[src/rtl/reset_seq_pkg.sv]
// Shared types and helpers for the multi-domain reset sequencer.
package reset_seq_pkg;

    // Sequencer state, also exported as the debug/CSR seq_state field.
    typedef enum logic [1:0] {
        StAssert  = 2'd0,
        StStretch = 2'd1,
        StRelease = 2'd2,
        StRun     = 2'd3
    } seq_state_e;

    // Counter width able to hold the larger of the stretch and step terminal counts.
    function automatic int unsigned cnt_width(input int unsigned stretch_cycles,
                                              input int unsigned step_cycles);
        int unsigned m;
        m = (stretch_cycles > step_cycles) ? stretch_cycles : step_cycles;
        if (m < 2) begin
            m = 2;
        end
        return $clog2(m);
    endfunction

endpackage

[src/rtl/reset_sync_chain.sv]
// Reset synchroniser: asserts asynchronously, de-asserts after STAGES clock edges.
module reset_sync_chain #(
    parameter int unsigned STAGES = 3
) (
    input  logic clock,
    input  logic reset_n_in,
    output logic sync_n
);

    logic [STAGES-1:0] chain;

    // Shift a constant 1 through the chain; any reset_n_in low clears every stage.
    always_ff @(posedge clock or negedge reset_n_in) begin
        if (!reset_n_in) begin
            chain <= '0;
        end else begin
            chain <= {chain[STAGES-2:0], 1'b1};
        end
    end

    assign sync_n = chain[STAGES-1];

endmodule

[src/rtl/reset_seq_ctrl.sv]
// Multi-domain reset sequencer: synchronised release, stretch period, then
// channel-by-channel release with a fixed gap; supports warm reset and scan override.
module reset_seq_ctrl
    import reset_seq_pkg::*;
#(
    parameter int unsigned NUM_CH         = 4,
    parameter int unsigned SYNC_STAGES    = 3,
    parameter int unsigned STRETCH_CYCLES = 8,
    parameter int unsigned STEP_CYCLES    = 4
) (
    input  logic              clock,
    input  logic              reset_n_in,
    input  logic              safeshift,
    input  logic              sw_rst_req,
    output logic [NUM_CH-1:0] reset_n_out,
    output logic              rst_done,
    output logic [1:0]        seq_state
);

    localparam int unsigned CNT_W = cnt_width(STRETCH_CYCLES, STEP_CYCLES);
    localparam int unsigned IDX_W = $clog2(NUM_CH + 1);

    // With no stretch, a warm reset still passes through STRETCH for exactly one edge.
    localparam logic [CNT_W-1:0] STRETCH_LAST =
        (STRETCH_CYCLES == 0) ? '0 : CNT_W'(STRETCH_CYCLES - 1);
    localparam logic [CNT_W-1:0] STEP_LAST    = CNT_W'(STEP_CYCLES - 1);
    localparam logic [IDX_W-1:0] LAST_IDX     = IDX_W'(NUM_CH - 1);

    logic              sync_n;
    seq_state_e        state;
    logic [CNT_W-1:0]  cnt;
    logic [IDX_W-1:0]  ch_idx;
    logic [NUM_CH-1:0] reset_n_int;
    logic              done_q;

    reset_sync_chain #(
        .STAGES (SYNC_STAGES)
    ) u_sync (
        .clock      (clock),
        .reset_n_in (reset_n_in),
        .sync_n     (sync_n)
    );

    // Sequencer FSM with registered channel resets and done flag.
    always_ff @(posedge clock or negedge reset_n_in) begin
        if (!reset_n_in) begin
            state       <= StAssert;
            cnt         <= '0;
            ch_idx      <= '0;
            reset_n_int <= '0;
            done_q      <= 1'b0;
        end else begin
            unique case (state)
                StAssert: begin
                    if (sync_n) begin
                        cnt <= '0;
                        if (STRETCH_CYCLES == 0) begin
                            // Behaves as the stretch exit edge: release channel 0 now.
                            reset_n_int[0] <= 1'b1;
                            ch_idx         <= IDX_W'(1);
                            if (NUM_CH == 1) begin
                                state  <= StRun;
                                done_q <= 1'b1;
                            end else begin
                                state <= StRelease;
                            end
                        end else begin
                            state <= StStretch;
                        end
                    end
                end
                StStretch: begin
                    if (cnt == STRETCH_LAST) begin
                        cnt            <= '0;
                        reset_n_int[0] <= 1'b1;
                        ch_idx         <= IDX_W'(1);
                        if (NUM_CH == 1) begin
                            state  <= StRun;
                            done_q <= 1'b1;
                        end else begin
                            state <= StRelease;
                        end
                    end else begin
                        cnt <= cnt + 1'b1;
                    end
                end
                StRelease: begin
                    if (cnt == STEP_LAST) begin
                        cnt <= '0;
                        for (int i = 0; i < NUM_CH; i++) begin
                            if (ch_idx == IDX_W'(i)) begin
                                reset_n_int[i] <= 1'b1;
                            end
                        end
                        ch_idx <= ch_idx + 1'b1;
                        if (ch_idx == LAST_IDX) begin
                            state  <= StRun;
                            done_q <= 1'b1;
                        end
                    end else begin
                        cnt <= cnt + 1'b1;
                    end
                end
                StRun: begin
                    // Warm reset skips the synchroniser and restarts from STRETCH.
                    if (sw_rst_req) begin
                        state       <= StStretch;
                        cnt         <= '0;
                        ch_idx      <= '0;
                        reset_n_int <= '0;
                        done_q      <= 1'b0;
                    end
                end
                default: state <= StAssert;
            endcase
        end
    end

    assign reset_n_out = reset_n_int | {NUM_CH{safeshift}};
    assign rst_done    = done_q;
    assign seq_state   = state;

endmodule

[config.mk]
export PLATFORM = sky130hd
export DESIGN_NAME = reset_seq_ctrl
export DESIGN_NICKNAME = d
export VERILOG_FILES = /design/src/rtl/reset_seq_pkg.sv /design/src/rtl/reset_sync_chain.sv /design/src/rtl/reset_seq_ctrl.sv
export SDC_FILE = /design/constraint.sdc
export NUM_CORES = 1
export LEC_CHECK = 0
export BUFFER_PORTS_ARGS = -buffer_cell sky130_fd_sc_hd__clkbuf_2
export CAP_MARGIN = 10
export CORE_UTILIZATION = 60
export CTS_BUF_LIST = sky130_fd_sc_hd__clkbuf_16
export DETAILED_ROUTE_END_ITERATION = 8
export HOLD_SLACK_MARGIN = 0.1
export PLACE_DENSITY = 0.82
export SLEW_MARGIN = 20
export SYNTH_ARGS = -nofsm -noshare
export SYNTH_HDL_FRONTEND = slang
export SYNTH_SLANG_ARGS = --single-unit
[constraint.sdc]
create_clock -name clock -period 4.1 [get_ports clock]
set_clock_uncertainty 0.1 [all_clocks]
set_input_delay 0.82 -clock clock [delete_from_list [all_inputs] [get_ports clock]]
set_output_delay 0.82 -clock clock [all_outputs]
set_load 0.005 [all_outputs]
==> flow_summary.html, run 1 <==
<table>
<tr><th>Metric</th><th>Value</th></tr>
<tr><th colspan="2">Floorplanning</th></tr>
<tr><td>Floorplan core area</td><td>0.001383 mm²</td></tr>
<tr><td>Num rows</td><td>13</td></tr>
<tr><td>Die W</td><td>41.68 µm</td></tr>
<tr><td>Die Outline Area</td><td>~0.0017 mm²</td></tr>
<tr><td>Die Y</td><td>41.68 µm</td></tr>
<tr><td>Initial core utilization</td><td>68.33%</td></tr>
<tr><td>Number of top-level design ports</td><td>11</td></tr>
<tr><th colspan="2">Critical path</th></tr>
<tr><td>Origin of the worst setup path</td><td>safeshift</td></tr>
<tr><td>Kind of end point of the critical path</td><td>output port</td></tr>
<tr><td>Data required time at the worst endpoint</td><td>3.18 ns</td></tr>
<tr><td>Cell-by-cell listing of the critical path</td><td>clkbuf_2 &gt; or2_2 &gt; clkbuf_2</td></tr>
<tr><td>WS Path Type</td><td>in -&gt; out</td></tr>
<tr><td>Largest stage delay on the critical path</td><td>0.28 ns</td></tr>
<tr><td>Cell type of the slowest stage on the worst timing path</td><td>or2_2</td></tr>
<tr><td>Arrival time at the worst endpoint</td><td>roughly 1.3 ns</td></tr>
<tr><td>Worst reg2reg startpoint</td><td>seq_state[0]</td></tr>
<tr><td>CP Max Fanout</td><td>4</td></tr>
<tr><td>Critical Path Start Type</td><td>primary input</td></tr>
<tr><td>Cell with the most instances on the worst path</td><td>clkbuf_2</td></tr>
<tr><th colspan="2">Cells and area</th></tr>
<tr><td>Layout fillers</td><td>84</td></tr>
<tr><td>Share of post-route cells with drive strength above 1</td><td>23.30%</td></tr>
<tr><td>Register cell area after layout</td><td>375.4 µm²</td></tr>
<tr><td>Antenna Cells</td><td>0</td></tr>
<tr><td>Footprint of the multi-input gates</td><td>508.0 µm²</td></tr>
<tr><td>Layout overhead on the synthesized area</td><td>15.10%</td></tr>
<tr><td>Nets</td><td>123</td></tr>
<tr><th colspan="2">STA</th></tr>
<tr><td>Final number of hold-violating endpoints</td><td>0</td></tr>
<tr><td>RSZ-0062 raised after global routing</td><td>no</td></tr>
<tr><td>Setup Viol. Count Final</td><td>0</td></tr>
<tr><td>Fin crit period</td><td>2.228 ns</td></tr>
<tr><td>Minimum setup slack in the final design</td><td>about 1.9 ns</td></tr>
<tr><td>Crit share post-route</td><td>around 54%</td></tr>
<tr><td>Setup TNS</td><td>0 ns</td></tr>
<tr><td>Fmax</td><td>448.8 MHz</td></tr>
<tr><td>Final Max Tran Viols</td><td>0</td></tr>
<tr><th colspan="2">Pwr</th></tr>
<tr><td>Clock power frac</td><td>23.1%</td></tr>
<tr><td>Cell-internal power</td><td>0.5089 mW</td></tr>
<tr><td>Power density over the cells</td><td>746.5 mW/mm²</td></tr>
<tr><td>Logic gate share of total power</td><td>47.7%</td></tr>
<tr><td>Switching Power</td><td>between 0.3 and 0.4 mW</td></tr>
<tr><td>LEAKAGE</td><td>0.5937 nW</td></tr>
<tr><td>Highest ir drop seen on vdd</td><td>about 0.5 mV</td></tr>
<tr><td>Sequential group share of total power</td><td>29.3%</td></tr>
<tr><td>Switching Share</td><td>between 30% and 40%</td></tr>
<tr><th colspan="2">Clock tree</th></tr>
<tr><td>Clock transition at path regs</td><td>approximately 0.05 ns</td></tr>
<tr><td>H-tree depth</td><td>1</td></tr>
<tr><td>Setup Buffers After CTS</td><td>0</td></tr>
<tr><td>Number of buffers created by CTS</td><td>3</td></tr>
<tr><td>Total of hold buffers inserted after clock tree synthesis</td><td>0</td></tr>
<tr><td>Clock Path Buffers</td><td>2</td></tr>
<tr><td>Clock latency on the worst-skew pair</td><td>0.25 ns</td></tr>
<tr><td>Post_cts resized</td><td>0</td></tr>
<tr><td>Root buffer cell</td><td>clkbuf_16</td></tr>
<tr><td>TritonCTS clock tree</td><td>yes</td></tr>
<tr><td>TritonCTS Sinks</td><td>15</td></tr>
<tr><th colspan="2">Global route</th></tr>
<tr><td>Total routing usage reported by global routing</td><td>21.01%</td></tr>
<tr><td>Pin count of the biggest net entering global routing</td><td>16</td></tr>
<tr><td>First-pass GRT wire length</td><td>2697 µm</td></tr>
<tr><td>Antenna violations before repair</td><td>0</td></tr>
<tr><td>Global route overflow</td><td>0</td></tr>
<tr><td>Number of global-route vias before repair</td><td>around 590</td></tr>
<tr><th colspan="2">Synth</th></tr>
<tr><td>Count of state elements after synthesis</td><td>15</td></tr>
<tr><td>Post-Synthesis Cell Area</td><td>around 940 µm²</td></tr>
<tr><td>Post-synth net total</td><td>about 110</td></tr>
<tr><td>Average footprint of a synthesized cell</td><td>10.50 µm²</td></tr>
<tr><td>Number of distinct library cells after synthesis</td><td>26</td></tr>
<tr><td>Post-synthesis instance total</td><td>90</td></tr>
<tr><td>Sequential-to-total area share from yosys stat</td><td>39.74%</td></tr>
<tr><td>YS warnings</td><td>0</td></tr>
<tr><th colspan="2">Run</th></tr>
<tr><td>Max-Cap Viols</td><td>0</td></tr>
<tr><th colspan="2">Place</th></tr>
<tr><td>Port Buffer Count</td><td>10</td></tr>
<tr><td>Final weighted congestion of routability-driven global placement</td><td>0.8144</td></tr>
<tr><td>Worst setup slack after placement</td><td>~1.9 ns</td></tr>
<tr><td>Final HPWL DP</td><td>1102 µm</td></tr>
<tr><th colspan="2">Detailed routing</th></tr>
<tr><td>Routed wire length</td><td>1503 µm</td></tr>
<tr><td>DRC marker count from the first detailed-route iteration</td><td>9</td></tr>
<tr><td>Via total after detailed routing</td><td>642</td></tr>
<tr><td>Remaining antenna violation count</td><td>0</td></tr>
<tr><td>Number of detailed-routing iterations run before antenna repair</td><td>4</td></tr>
<tr><td>Number of vias per cell after detailed routing</td><td>5.441</td></tr>
<tr><td>Routed len/inst</td><td>12.74 µm</td></tr>
<tr><td>DRC violation count after routing</td><td>0</td></tr>
<tr><th colspan="2">Hold path</th></tr>
<tr><td>Classification of the worst-slack hold path</td><td>reg -&gt; reg</td></tr>
<tr><td>Hold Crit Start</td><td>u_sync.chain[1]</td></tr>
<tr><th colspan="2">Run status</th></tr>
<tr><td>Result of the run</td><td>complete, no violations</td></tr>
</table>
==> worst max-delay path, delay by kind of cell <==
family,cells,cell delay [ns]
buffers and inverters,2,0.20
AND/OR/NAND/NOR,1,0.28
==> cell families after synthesis <==
group	synth area share, %
fa+ha+maj	19.87
compound gates	10.33
flops	39.74
mux	11.26
other cells	0.3970
buf+inv	6.489
simple gates	11.92
==> power groups by stage <==
stage               logic, mW  clock network (mW)  registers [mW]
finish                  0.387               0.187           0.238
global route            0.430               0.194           0.246
floorplan               0.299                   0           0.232
CTS                     0.388               0.188           0.239
global placement        0.375                   0           0.236
detailed placement      0.381                   0           0.241
==> cell usage after synthesis <==
cell / number / area share, %
a211oi_1: 1 / 0.79
a21o_2: 1 / 0.93
a21o_4: 1 / 1.6
a21oi_1: 1 / 0.53
a22o_2: 1 / 1.1
a22oi_1: 1 / 0.79
and3b_2: 1 / 1.1
buf_2: 1 / 0.53
conb_1: 1 / 0.40
dfrtp_1: 15 / 40
ha_1: 15 / 20
inv_1: 15 / 6.0
mux2_2: 1 / 1.2
mux2_4: 1 / 1.6
mux2i_1: 8 / 8.5
nand2_1: 6 / 2.4
nand2b_1: 2 / 1.3
nand3_1: 1 / 0.53
nor2_1: 4 / 1.6
nor2b_4: 1 / 1.5
nor4b_1: 1 / 0.93
o211ai_1: 1 / 0.79
o21ai_0: 4 / 2.1
o2bb2ai_1: 1 / 0.93
o31ai_1: 1 / 0.79
or2_2: 4 / 2.6
==> through the flow <==
stage	hold slack [ns]	power, mW	util, %	cells	cell area (µm²)
floorplan	0.2312	0.5316	-	90	944.7
global placement	0.2346	0.6109	72.94	114	1008
detailed placement	0.2381	0.6227	72.94	114	1008
CTS	0.2484	0.8148	78.64	118	1087
global route	0.2639	0.8695	78.64	118	1087
finish	0.2495	0.8117	78.64	118	1087
==> state kept, by name, indices dropped and copies added, names as in the netlist <==
signal / count
reset_n_int: 4
u_sync.chain: 3
seq_state: 2
ch_idx: 3
cnt: 3
==> per-layer routing <==
metal	track usage [%]	share of wire (%)	up-vias
met5	0	0	-
met4	13.55	3.0	0
met3	3.913	2.8	5
met2	33.75	48	16
met1	25.63	46	302
li1	-	-	319
==> worst paths after layout <==
check / endpoint / slack (ns) / depth (start not counted)
max in group asynchronous: cnt[1] / 3.26 / 1
max: reset_n_out[1] / 1.87 / 3
min: u_sync.chain[2] / 0.25 / 0
min in group asynchronous: ch_idx[0] / 0.38 / 1
max reg2reg: seq_state[1] / 1.94 / 6
min reg2reg: u_sync.chain[2] / 0.25 / 0
==> cells in the final DEF (no fill, tap or decap) <==
cell type  count
nor4b_1        1
mux2_4         1
nand2_1        6
o21ai_0        4
o31ai_1        1
a21o_4         1
a22o_2         1
mux2i_1        8
or2_2          4
a21o_2         1
nand3_1        1
a211oi_1       1
conb_1         1
clkbuf_2      10
inv_1         16
and3b_2        1
a22oi_1        1
o2bb2ai_1      1
mux2_2         1
dfrtp_1       15
o211ai_1       1
nor2b_4        1
ha_1          15
nor2_1         4
nand2b_1       2
clkbuf_16      3
a21oi_1        1
==> layout make-up <==
cell class,instances,area share [%]
Multi-Input combinational cell,59,46.72
Sequential cell,15,34.52
Clock buffer,3,6.905
Inverter,15,5.178
Timing Repair Buffer,10,4.603
Tap cell,15,1.726
Clock inverter,1,0.3452
No activity file was read; power rests on OpenSTA's default activity.
==> inputs of run 2 (changes only) <==
--- a/config.mk
+++ b/config.mk
@@ -5,13 +5,14 @@
 export SDC_FILE = /design/constraint.sdc
 export NUM_CORES = 1
 export LEC_CHECK = 0
+export ABC_AREA = 1
 export BUFFER_PORTS_ARGS = -buffer_cell sky130_fd_sc_hd__clkbuf_2
 export CAP_MARGIN = 10
-export CORE_UTILIZATION = 60
+export CORE_UTILIZATION = 57
 export CTS_BUF_LIST = sky130_fd_sc_hd__clkbuf_16
 export DETAILED_ROUTE_END_ITERATION = 8
 export HOLD_SLACK_MARGIN = 0.1
-export PLACE_DENSITY = 0.82
+export PLACE_DENSITY = 0.78
 export SLEW_MARGIN = 20
 export SYNTH_ARGS = -nofsm -noshare
 export SYNTH_HDL_FRONTEND = slang
==> constraint.sdc (replaced) <==
create_clock -name clock -period 2.2 [get_ports clock]
set_clock_uncertainty 0.1 [all_clocks]
set_input_delay 0.44 -clock clock [delete_from_list [all_inputs] [get_ports clock]]
set_output_delay 0.44 -clock clock [all_outputs]
set_load 0.005 [all_outputs]
==> flow_summary.html, run 2 <==
<table>
<tr><th>Metric</th><th>Value</th></tr>
<tr><th colspan="2">Critical path</th></tr>
<tr><td>Critical path capture point</td><td>seq_state[1]</td></tr>
<tr><td>Critical Path Start Type</td><td>flip-flop</td></tr>
<tr><td>Arrival time at the worst endpoint</td><td>1.63 ns (+0.32 ns)</td></tr>
<tr><td>WS Path Type</td><td>reg -&gt; reg</td></tr>
<tr><td>Origin of the worst setup path</td><td>seq_state[0]</td></tr>
<tr><td>Number of cells traversed by the worst register-to-register path</td><td>8 (+2)</td></tr>
<tr><td>CP Max Fanout</td><td>8 (+4)</td></tr>
<tr><td>Worst reg2reg startpoint</td><td>seq_state[0]</td></tr>
<tr><td>R2r setup slk</td><td>0.61 ns (-1.33 ns)</td></tr>
<tr><td>Reg-to-Reg End</td><td>seq_state[1]</td></tr>
<tr><td>Kind of end point of the critical path</td><td>flip-flop</td></tr>
<tr><td>Data required time at the worst endpoint</td><td>2.23 ns (-0.95 ns)</td></tr>
<tr><th colspan="2">Cells and area</th></tr>
<tr><td>Share of post-route cells with drive strength above 1</td><td>26.06% (+2.8 points)</td></tr>
<tr><td>Commonest non-fill, non-tap cells in the layout</td><td>33 x nand2_1, 19 x inv_1, 15 x ha_1, 15 x dfrtp_1, 10 x clkbuf_2</td></tr>
<tr><td>Register cell area after layout</td><td>375.4 µm² (unchanged)</td></tr>
<tr><td>Largest reg by FF count</td><td>reset_n_int</td></tr>
<tr><td>Flip-flop count of the largest register, all copies and words added</td><td>4 (unchanged)</td></tr>
<tr><td>Antenna Cells</td><td>0 (unchanged)</td></tr>
<tr><td>Layout fillers</td><td>136 (+62%)</td></tr>
<tr><td>Footprint of the multi-input gates</td><td>556.8 µm² (+9.6%)</td></tr>
<tr><td>Most common cell after layout, fill and taps aside</td><td>nand2_1</td></tr>
<tr><td>Layout overhead on the synthesized area</td><td>15.48%</td></tr>
<tr><td>Nets</td><td>162 (+32%)</td></tr>
<tr><th colspan="2">Synth</th></tr>
<tr><td>Count of state elements after synthesis</td><td>15 (unchanged)</td></tr>
<tr><td>Proportion of netlist area held by the largest area contributor</td><td>36.28% (-3.5 points)</td></tr>
<tr><td>Number of distinct library cells after synthesis</td><td>22 (-15%)</td></tr>
<tr><td>Average footprint of a synthesized cell</td><td>8.084 µm² (-23%)</td></tr>
<tr><td>Sequential-to-total area share from yosys stat</td><td>36.28% (-3.5 points)</td></tr>
<tr><td>YS warnings</td><td>0 (unchanged)</td></tr>
<tr><td>Cell types occupying the most area after synthesis</td><td>dfrtp_1 36%, ha_1 18%, nand2_1 12%, inv_1 6.9%, nand2_2 5.4%</td></tr>
<tr><td>Post-synth net total</td><td>147 (+35%)</td></tr>
<tr><td>Dominant cell type by area after synthesis</td><td>dfrtp_1</td></tr>
<tr><td>Post-Synthesis Cell Area</td><td>0.001035 mm² (+9.5%)</td></tr>
<tr><td>Async SR Flop Fraction</td><td>100.0% (unchanged)</td></tr>
<tr><td>Most common cell in the netlist</td><td>nand2_1</td></tr>
<tr><td>Post-synthesis instance total</td><td>128 (+42%)</td></tr>
<tr><td>Most used flip-flop cell after synthesis</td><td>dfrtp_1</td></tr>
<tr><td>Post-synth top cells</td><td>33 x nand2_1, 19 x inv_1, 15 x dfrtp_1, 15 x ha_1</td></tr>
<tr><td>Number of enable-type register cells in the synthesized netlist</td><td>0 (unchanged)</td></tr>
<tr><th colspan="2">Detailed routing</th></tr>
<tr><td>DRC violation count after routing</td><td>0 (unchanged)</td></tr>
<tr><td>Via total after detailed routing</td><td>781 (+22%)</td></tr>
<tr><td>Routed wire length</td><td>1677 µm (+12%)</td></tr>
<tr><td>Routed length on met1</td><td>803 µm (+17%)</td></tr>
<tr><td>Number of detailed-routing iterations run before antenna repair</td><td>3 (-1)</td></tr>
<tr><td>Number of vias per cell after detailed routing</td><td>4.677 (-14%)</td></tr>
<tr><td>Highest metal layer used by the detailed router</td><td>met4</td></tr>
<tr><td>DR WL met3</td><td>32 µm (-24%)</td></tr>
<tr><td>Remaining antenna violation count</td><td>0 (unchanged)</td></tr>
<tr><td>Met2 WL</td><td>804 µm (+10%)</td></tr>
<tr><td>Routed len/inst</td><td>10.04 µm (-21%)</td></tr>
<tr><td>DRC marker count from the first detailed-route iteration</td><td>13 (+4)</td></tr>
<tr><th colspan="2">Global route</th></tr>
<tr><td>Pin count of the biggest net entering global routing</td><td>16 (unchanged)</td></tr>
<tr><td>First-pass GRT wire length</td><td>2835 µm (+5.1%)</td></tr>
<tr><td>Total routing usage reported by global routing</td><td>19.85% (-1.2 points)</td></tr>
<tr><td>Global route overflow</td><td>0 (unchanged)</td></tr>
<tr><td>Antenna violations before repair</td><td>0 (unchanged)</td></tr>
<tr><td>Number of global-route vias before repair</td><td>695 (+17%)</td></tr>
<tr><th colspan="2">Clock tree</th></tr>
<tr><td>H-tree depth</td><td>1 (unchanged)</td></tr>
<tr><td>Clock Path Buffers</td><td>2 (unchanged)</td></tr>
<tr><td>Post_cts resized</td><td>0 (unchanged)</td></tr>
<tr><td>TritonCTS Sinks</td><td>15 (unchanged)</td></tr>
<tr><td>TritonCTS clock tree</td><td>yes</td></tr>
<tr><td>Number of buffers created by CTS</td><td>3 (unchanged)</td></tr>
<tr><td>Clock transition at path regs</td><td>0.05 ns (about the same)</td></tr>
<tr><td>Clock latency on the worst-skew pair</td><td>0.24 ns (about the same)</td></tr>
<tr><td>Root buffer cell</td><td>clkbuf_16</td></tr>
<tr><td>Setup Buffers After CTS</td><td>0 (unchanged)</td></tr>
<tr><th colspan="2">STA</th></tr>
<tr><td>Final number of hold-violating endpoints</td><td>0 (unchanged)</td></tr>
<tr><td>Setup TNS</td><td>0 ns (unchanged)</td></tr>
<tr><td>Fmax</td><td>about 630 MHz</td></tr>
<tr><td>Setup Viol. Count Final</td><td>0 (unchanged)</td></tr>
<tr><td>RSZ-0062 raised after global routing</td><td>no</td></tr>
<tr><td>Fin crit period</td><td>1.595 ns</td></tr>
<tr><td>Final Max Tran Viols</td><td>0 (unchanged)</td></tr>
<tr><td>Crit share post-route</td><td>roughly 72%</td></tr>
<tr><th colspan="2">Hold path</th></tr>
<tr><td>Hold Crit Start</td><td>u_sync.chain[0]</td></tr>
<tr><td>Classification of the worst-slack hold path</td><td>reg -&gt; reg</td></tr>
<tr><th colspan="2">Floorplanning</th></tr>
<tr><td>Die Y</td><td>44.61 µm (+7.0%)</td></tr>
<tr><td>Floorplan core area</td><td>0.001708 mm² (+24%)</td></tr>
<tr><td>Die Outline Area</td><td>0.001990 mm² (+15%)</td></tr>
<tr><td>Num rows</td><td>15 (+2)</td></tr>
<tr><td>Die W</td><td>44.61 µm (+7.0%)</td></tr>
<tr><td>Initial core utilization</td><td>60.59% (-7.7 points)</td></tr>
<tr><td>Number of top-level design ports</td><td>11 (unchanged)</td></tr>
<tr><th colspan="2">Pwr</th></tr>
<tr><td>LEAKAGE</td><td>0.6616 nW (+11%)</td></tr>
<tr><td>Total power after layout</td><td>1.704 mW (+110%)</td></tr>
<tr><td>Power density over the cells</td><td>1426 mW/mm² (+91%)</td></tr>
<tr><td>Highest ir drop seen on vdd</td><td>0.8540 mV (+71%)</td></tr>
<tr><th colspan="2">Run status</th></tr>
<tr><td>Result of the run</td><td>complete, no violations</td></tr>
<tr><th colspan="2">Run</th></tr>
<tr><td>Max-Cap Viols</td><td>0 (unchanged)</td></tr>
<tr><th colspan="2">Place</th></tr>
<tr><td>Final HPWL DP</td><td>1302 µm (+18%)</td></tr>
<tr><td>Port Buffer Count</td><td>10 (unchanged)</td></tr>
<tr><td>Final weighted congestion of routability-driven global placement</td><td>0.8355 (+2.6%)</td></tr>
</table>
## run 2: changes by cell type in the layout (fill, tap and decap cells not counted), sizes merged, moves of 4 or more
| cell | delta |
|---|---|
| mux2i | -8 |
| inv | +7 |
| nand2 | +37 |
| nand3 | +8 |
| nor2 | +4 |
## run 2: critical path: stages (launching register included)
cell and delay, ns:
dfrtp_1 0.42, inv_1 0.13, ha_1 0.33, nand2_2 0.12, nand2_2 0.08, nor2_4 0.12, nand2_2 0.07, nand2_1 0.06
nand2_1 0.05
## run 2: layout make-up
| cell class | instances | area share (%) |
|---|---|---|
| clock buffers | 3 | 6.283 |
| multi-input cells | 89 | 46.60 |
| flip-flops and latches | 15 | 31.41 |
| well taps | 25 | 2.618 |
| clock inverters | 1 | 0.4188 |
| inverters | 23 | 7.644 |
| repair buffers | 11 | 5.026 |
## run 2: metrics by stage
stage               setup WS [ns]  cell area [µm²]  hold WS (ns)  utilization [%]  std cells
floorplan                  0.7477             1035       0.04441                -        128
global placement           0.6617             1105        0.2335            64.69        162
detailed placement         0.6146             1105        0.2373            64.69        162
CTS                        0.5967             1195        0.2484            69.96        167
global route               0.4317             1195        0.2526            69.96        167
finish                     0.6054             1195        0.2460            69.96        167
## run 2: power breakdown
part	switching [mW]	internal (mW)	total, mW	leakage, nW
Sequential	0.0810	0.372	0.453	0.186
Clock	0.108	0.242	0.350	0.0409
Combinational	0.560	0.340	0.900	0.434
## run 2: logic make-up after synthesis
family                     after synthesis  share of synthesized area, %
other                                    1                        0.3624
DFF                                     15                         36.28
AOI/OAI and AO/OA                        7                         3.989
buffers and inverters                   24                         9.916
adders and majority gates               15                         18.14
and+or+nand+nor                         66                         31.32
## run 2: worst min-delay path by stage
stage,slack [ns],depth (start not counted),endpoint
floorplan,0.04,0,ch_idx[0]
finish,0.25,0,u_sync.chain[1]
detailed placement,0.24,0,u_sync.chain[1]
CTS,0.25,0,u_sync.chain[1]
global route,0.25,0,u_sync.chain[2]
global placement,0.23,0,u_sync.chain[1]
## run 2: metal layers
metal  up-vias  GRT usage, %
li1        413             -
met1       354         23.86
met2        10         33.24
met3         4         3.673
met4         0         10.91
met5         -             0
## run 2: what timing repair did
| action | 4_1_cts | 5_1_grt |
|---|---|---|
| hold buffers | 1 | 0 |
| endpoints found under the hold margin | 15 | 0 |
| endpoints found under the setup margin | 0 | 0 |
==> inputs of run 3 (changes only) <==
==> constraint.sdc (replaced) <==
create_clock -name clock -period 1.6 [get_ports clock]
set_clock_uncertainty 0.1 [all_clocks]
set_input_delay 0.32 -clock clock [delete_from_list [all_inputs] [get_ports clock]]
set_output_delay 0.32 -clock clock [all_outputs]
set_load 0.005 [all_outputs]
==> flow_summary.html, run 3 (synthesis results as in run 2) <==
<table>
<tr><th>Metric</th><th>Value</th></tr>
<tr><th colspan="2">Run status</th></tr>
<tr><td>Result of the run</td><td>complete, no violations</td></tr>
<tr><th colspan="2">STA</th></tr>
<tr><td>Crit share post-route</td><td>93.68% (+21 points)</td></tr>
<tr><td>Fmax</td><td>667.2 MHz (+6.4%)</td></tr>
<tr><td>Hold WS</td><td>0.2520 ns (+0.006031 ns)</td></tr>
<tr><td>RSZ-0062 raised after global routing</td><td>no</td></tr>
<tr><td>Setup TNS</td><td>0 ns (unchanged)</td></tr>
<tr><td>Final number of hold-violating endpoints</td><td>0 (unchanged)</td></tr>
<tr><td>Final Max Tran Viols</td><td>0 (unchanged)</td></tr>
<tr><td>Setup Viol. Count Final</td><td>0 (unchanged)</td></tr>
<tr><td>Fin crit period</td><td>1.499 ns (-0.09577 ns)</td></tr>
<tr><th colspan="2">Clock tree</th></tr>
<tr><td>TritonCTS Sinks</td><td>15 (unchanged)</td></tr>
<tr><td>Number of buffers created by CTS</td><td>3 (unchanged)</td></tr>
<tr><td>Setup Buffers After CTS</td><td>0 (unchanged)</td></tr>
<tr><td>Clock Path Buffers</td><td>2 (unchanged)</td></tr>
<tr><td>Root buffer cell</td><td>clkbuf_16</td></tr>
<tr><td>Clock latency on the worst-skew pair</td><td>0.24 ns (about the same)</td></tr>
<tr><td>Clock transition at path regs</td><td>0.05 ns (about the same)</td></tr>
<tr><td>H-tree depth</td><td>1 (unchanged)</td></tr>
<tr><td>TritonCTS clock tree</td><td>yes</td></tr>
<tr><th colspan="2">Critical path</th></tr>
<tr><td>Worst reg2reg startpoint</td><td>seq_state[0]</td></tr>
<tr><td>WS Path Type</td><td>reg -&gt; reg</td></tr>
<tr><td>Critical Path Start Type</td><td>flip-flop</td></tr>
<tr><td>R2r setup slk</td><td>0.10 ns (-0.50 ns)</td></tr>
<tr><td>CP Max Fanout</td><td>8 (unchanged)</td></tr>
<tr><td>Kind of end point of the critical path</td><td>flip-flop</td></tr>
<tr><td>Data required time at the worst endpoint</td><td>1.63 ns (-0.60 ns)</td></tr>
<tr><td>Arrival time at the worst endpoint</td><td>1.53 ns (-0.10 ns)</td></tr>
<tr><td>Number of cells traversed by the worst register-to-register path</td><td>9 (+1)</td></tr>
<tr><td>Reg-to-Reg End</td><td>reset_n_int[2]</td></tr>
<tr><th colspan="2">Cells and area</th></tr>
<tr><td>Nets</td><td>163 (+0.62%)</td></tr>
<tr><td>Commonest non-fill, non-tap cells in the layout</td><td>33 x nand2_1, 20 x inv_1, 15 x dfrtp_1</td></tr>
<tr><td>Most common cell after layout, fill and taps aside</td><td>nand2_1</td></tr>
<tr><td>Layout overhead on the synthesized area</td><td>16.32%</td></tr>
<tr><td>Fin cells</td><td>168 (+0.60%)</td></tr>
<tr><td>Antenna Cells</td><td>0 (unchanged)</td></tr>
<tr><td>Share of post-route cells with drive strength above 1</td><td>26.57% (+0.52 points)</td></tr>
<tr><td>Largest reg by FF count</td><td>reset_n_int</td></tr>
<tr><td>Layout fillers</td><td>131 (-3.7%)</td></tr>
<tr><td>Flip-flop count of the largest register, all copies and words added</td><td>4 (unchanged)</td></tr>
<tr><th colspan="2">Detailed routing</th></tr>
<tr><td>Number of detailed-routing iterations run before antenna repair</td><td>4 (+1)</td></tr>
<tr><td>DRC marker count from the first detailed-route iteration</td><td>15 (+2)</td></tr>
<tr><td>Number of vias per cell after detailed routing</td><td>4.732 (+1.2%)</td></tr>
<tr><td>Routed len/inst</td><td>10.38 µm (+3.3%)</td></tr>
<tr><td>DRC violation count after routing</td><td>0 (unchanged)</td></tr>
<tr><td>Remaining antenna violation count</td><td>0 (unchanged)</td></tr>
<tr><td>Routed wire length</td><td>1743 µm (+3.9%)</td></tr>
<tr><td>Via total after detailed routing</td><td>795 (+1.8%)</td></tr>
<tr><th colspan="2">Global route</th></tr>
<tr><td>Total routing usage reported by global routing</td><td>20.68% (+0.83 points)</td></tr>
<tr><td>Antenna violations before repair</td><td>0 (unchanged)</td></tr>
<tr><td>Global route overflow</td><td>0 (unchanged)</td></tr>
<tr><td>Pin count of the biggest net entering global routing</td><td>16 (unchanged)</td></tr>
<tr><td>Number of global-route vias before repair</td><td>691 (-0.58%)</td></tr>
<tr><td>First-pass GRT wire length</td><td>2891 µm (+2.0%)</td></tr>
<tr><th colspan="2">Floorplanning</th></tr>
<tr><td>Die Outline Area</td><td>0.001990 mm² (unchanged)</td></tr>
<tr><td>Floorplan core area</td><td>0.001708 mm² (unchanged)</td></tr>
<tr><td>Initial core utilization</td><td>60.59% (unchanged)</td></tr>
<tr><td>Number of top-level design ports</td><td>11 (unchanged)</td></tr>
<tr><td>Die Y</td><td>44.61 µm (unchanged)</td></tr>
<tr><td>Die W</td><td>44.61 µm (unchanged)</td></tr>
<tr><td>Num rows</td><td>15 (unchanged)</td></tr>
<tr><th colspan="2">Pwr</th></tr>
<tr><td>Highest ir drop seen on vdd</td><td>1.119 mV (+31%)</td></tr>
<tr><td>LEAKAGE</td><td>0.6662 nW (+0.69%)</td></tr>
<tr><td>Power density over the cells</td><td>1971 mW/mm² (+38%)</td></tr>
<tr><th colspan="2">Place</th></tr>
<tr><td>Final HPWL DP</td><td>1316 µm (+1.1%)</td></tr>
<tr><td>Final weighted congestion of routability-driven global placement</td><td>0.8717 (+4.3%)</td></tr>
<tr><td>Port Buffer Count</td><td>10 (unchanged)</td></tr>
<tr><td>Cells after DPL</td><td>163 (+0.62%)</td></tr>
<tr><th colspan="2">Hold path</th></tr>
<tr><td>Cell count of the worst hold path</td><td>0 (unchanged)</td></tr>
<tr><td>Hold Crit Start</td><td>u_sync.chain[1]</td></tr>
<tr><td>Classification of the worst-slack hold path</td><td>reg -&gt; reg</td></tr>
<tr><td>Capture endpoint of the worst hold path</td><td>u_sync.chain[2]</td></tr>
<tr><th colspan="2">Run</th></tr>
<tr><td>Max-Cap Viols</td><td>0 (unchanged)</td></tr>
</table>
[run 3: cell type report]
cell class	instances	area [µm²]	area share (%)
repair buffers	12	67.56	5.613
clock buffers	3	75.07	6.237
well taps	25	31.28	2.599
multi-input cells	89	559.3	46.47
flip-flops and latches	15	375.4	31.19
inverters	23	91.34	7.588
clock inverters	1	3.754	0.3119
[run 3: stage by stage]
| step | power, mW | worst slack, ns | util [%] | cell area, µm² |
|---|---|---|---|---|
| after floorplan | 1.609 | 0.1477 | - | 1035 |
| after global placement | 1.850 | 0.1197 | 65.13 | 1112 |
| after detailed placement | 1.889 | 0.07487 | 65.13 | 1112 |
| after CTS | 2.386 | 0.04729 | 70.33 | 1201 |
| after global routing | 2.592 | 0.003790 | 70.48 | 1204 |
| final | 2.372 | 0.1012 | 70.48 | 1204 |
[run 3: repair_timing]
item | in CTS | in global routing
hold endpoints to repair | 15 | 0
hold buffers | 1 | 0
endpoints found under the setup margin | 0 | 9
gates resized for setup | 0 | 1
[run 3: power by group]
group / internal, mW / switching (mW) / leakage (nW)
clock network: 0.330 / 0.142 / 0.0423
logic: 0.492 / 0.791 / 0.438
registers: 0.512 / 0.105 / 0.186
[run 3: worst max-delay path by stage]
stage,start,end,slack [ns],depth (start not counted)
finish,seq_state[0],reset_n_int[2],0.10,9
global route,seq_state[0],reset_n_int[1],0.004,9
CTS,seq_state[0],ch_idx[2],0.05,6
detailed placement,seq_state[0],reset_n_int[2],0.07,9
global placement,seq_state[0],reset_n_int[1],0.12,9
floorplan,seq_state[0],seq_state[0],0.15,9
[run 3: routing by layer]
layer	track usage [%]	up-vias	wire length, µm	share of wire, %
li1	-	416	-	-
met1	24.87	354	782	45
met2	34.12	20	867	50
met3	4.898	5	57	3.3
met4	10.91	0	36	2.1
met5	0	-	0	0
[run 3: critical path, cell delays in order, from the launching register on]
cell,delay (ns)
dfrtp_1,0.39
inv_1,0.13
ha_2,0.30
nor2_2,0.04
inv_1,0.11
nand2_2,0.08
inv_2,0.07
nand2_1,0.05
nand2_1,0.06
nand2_1,0.05
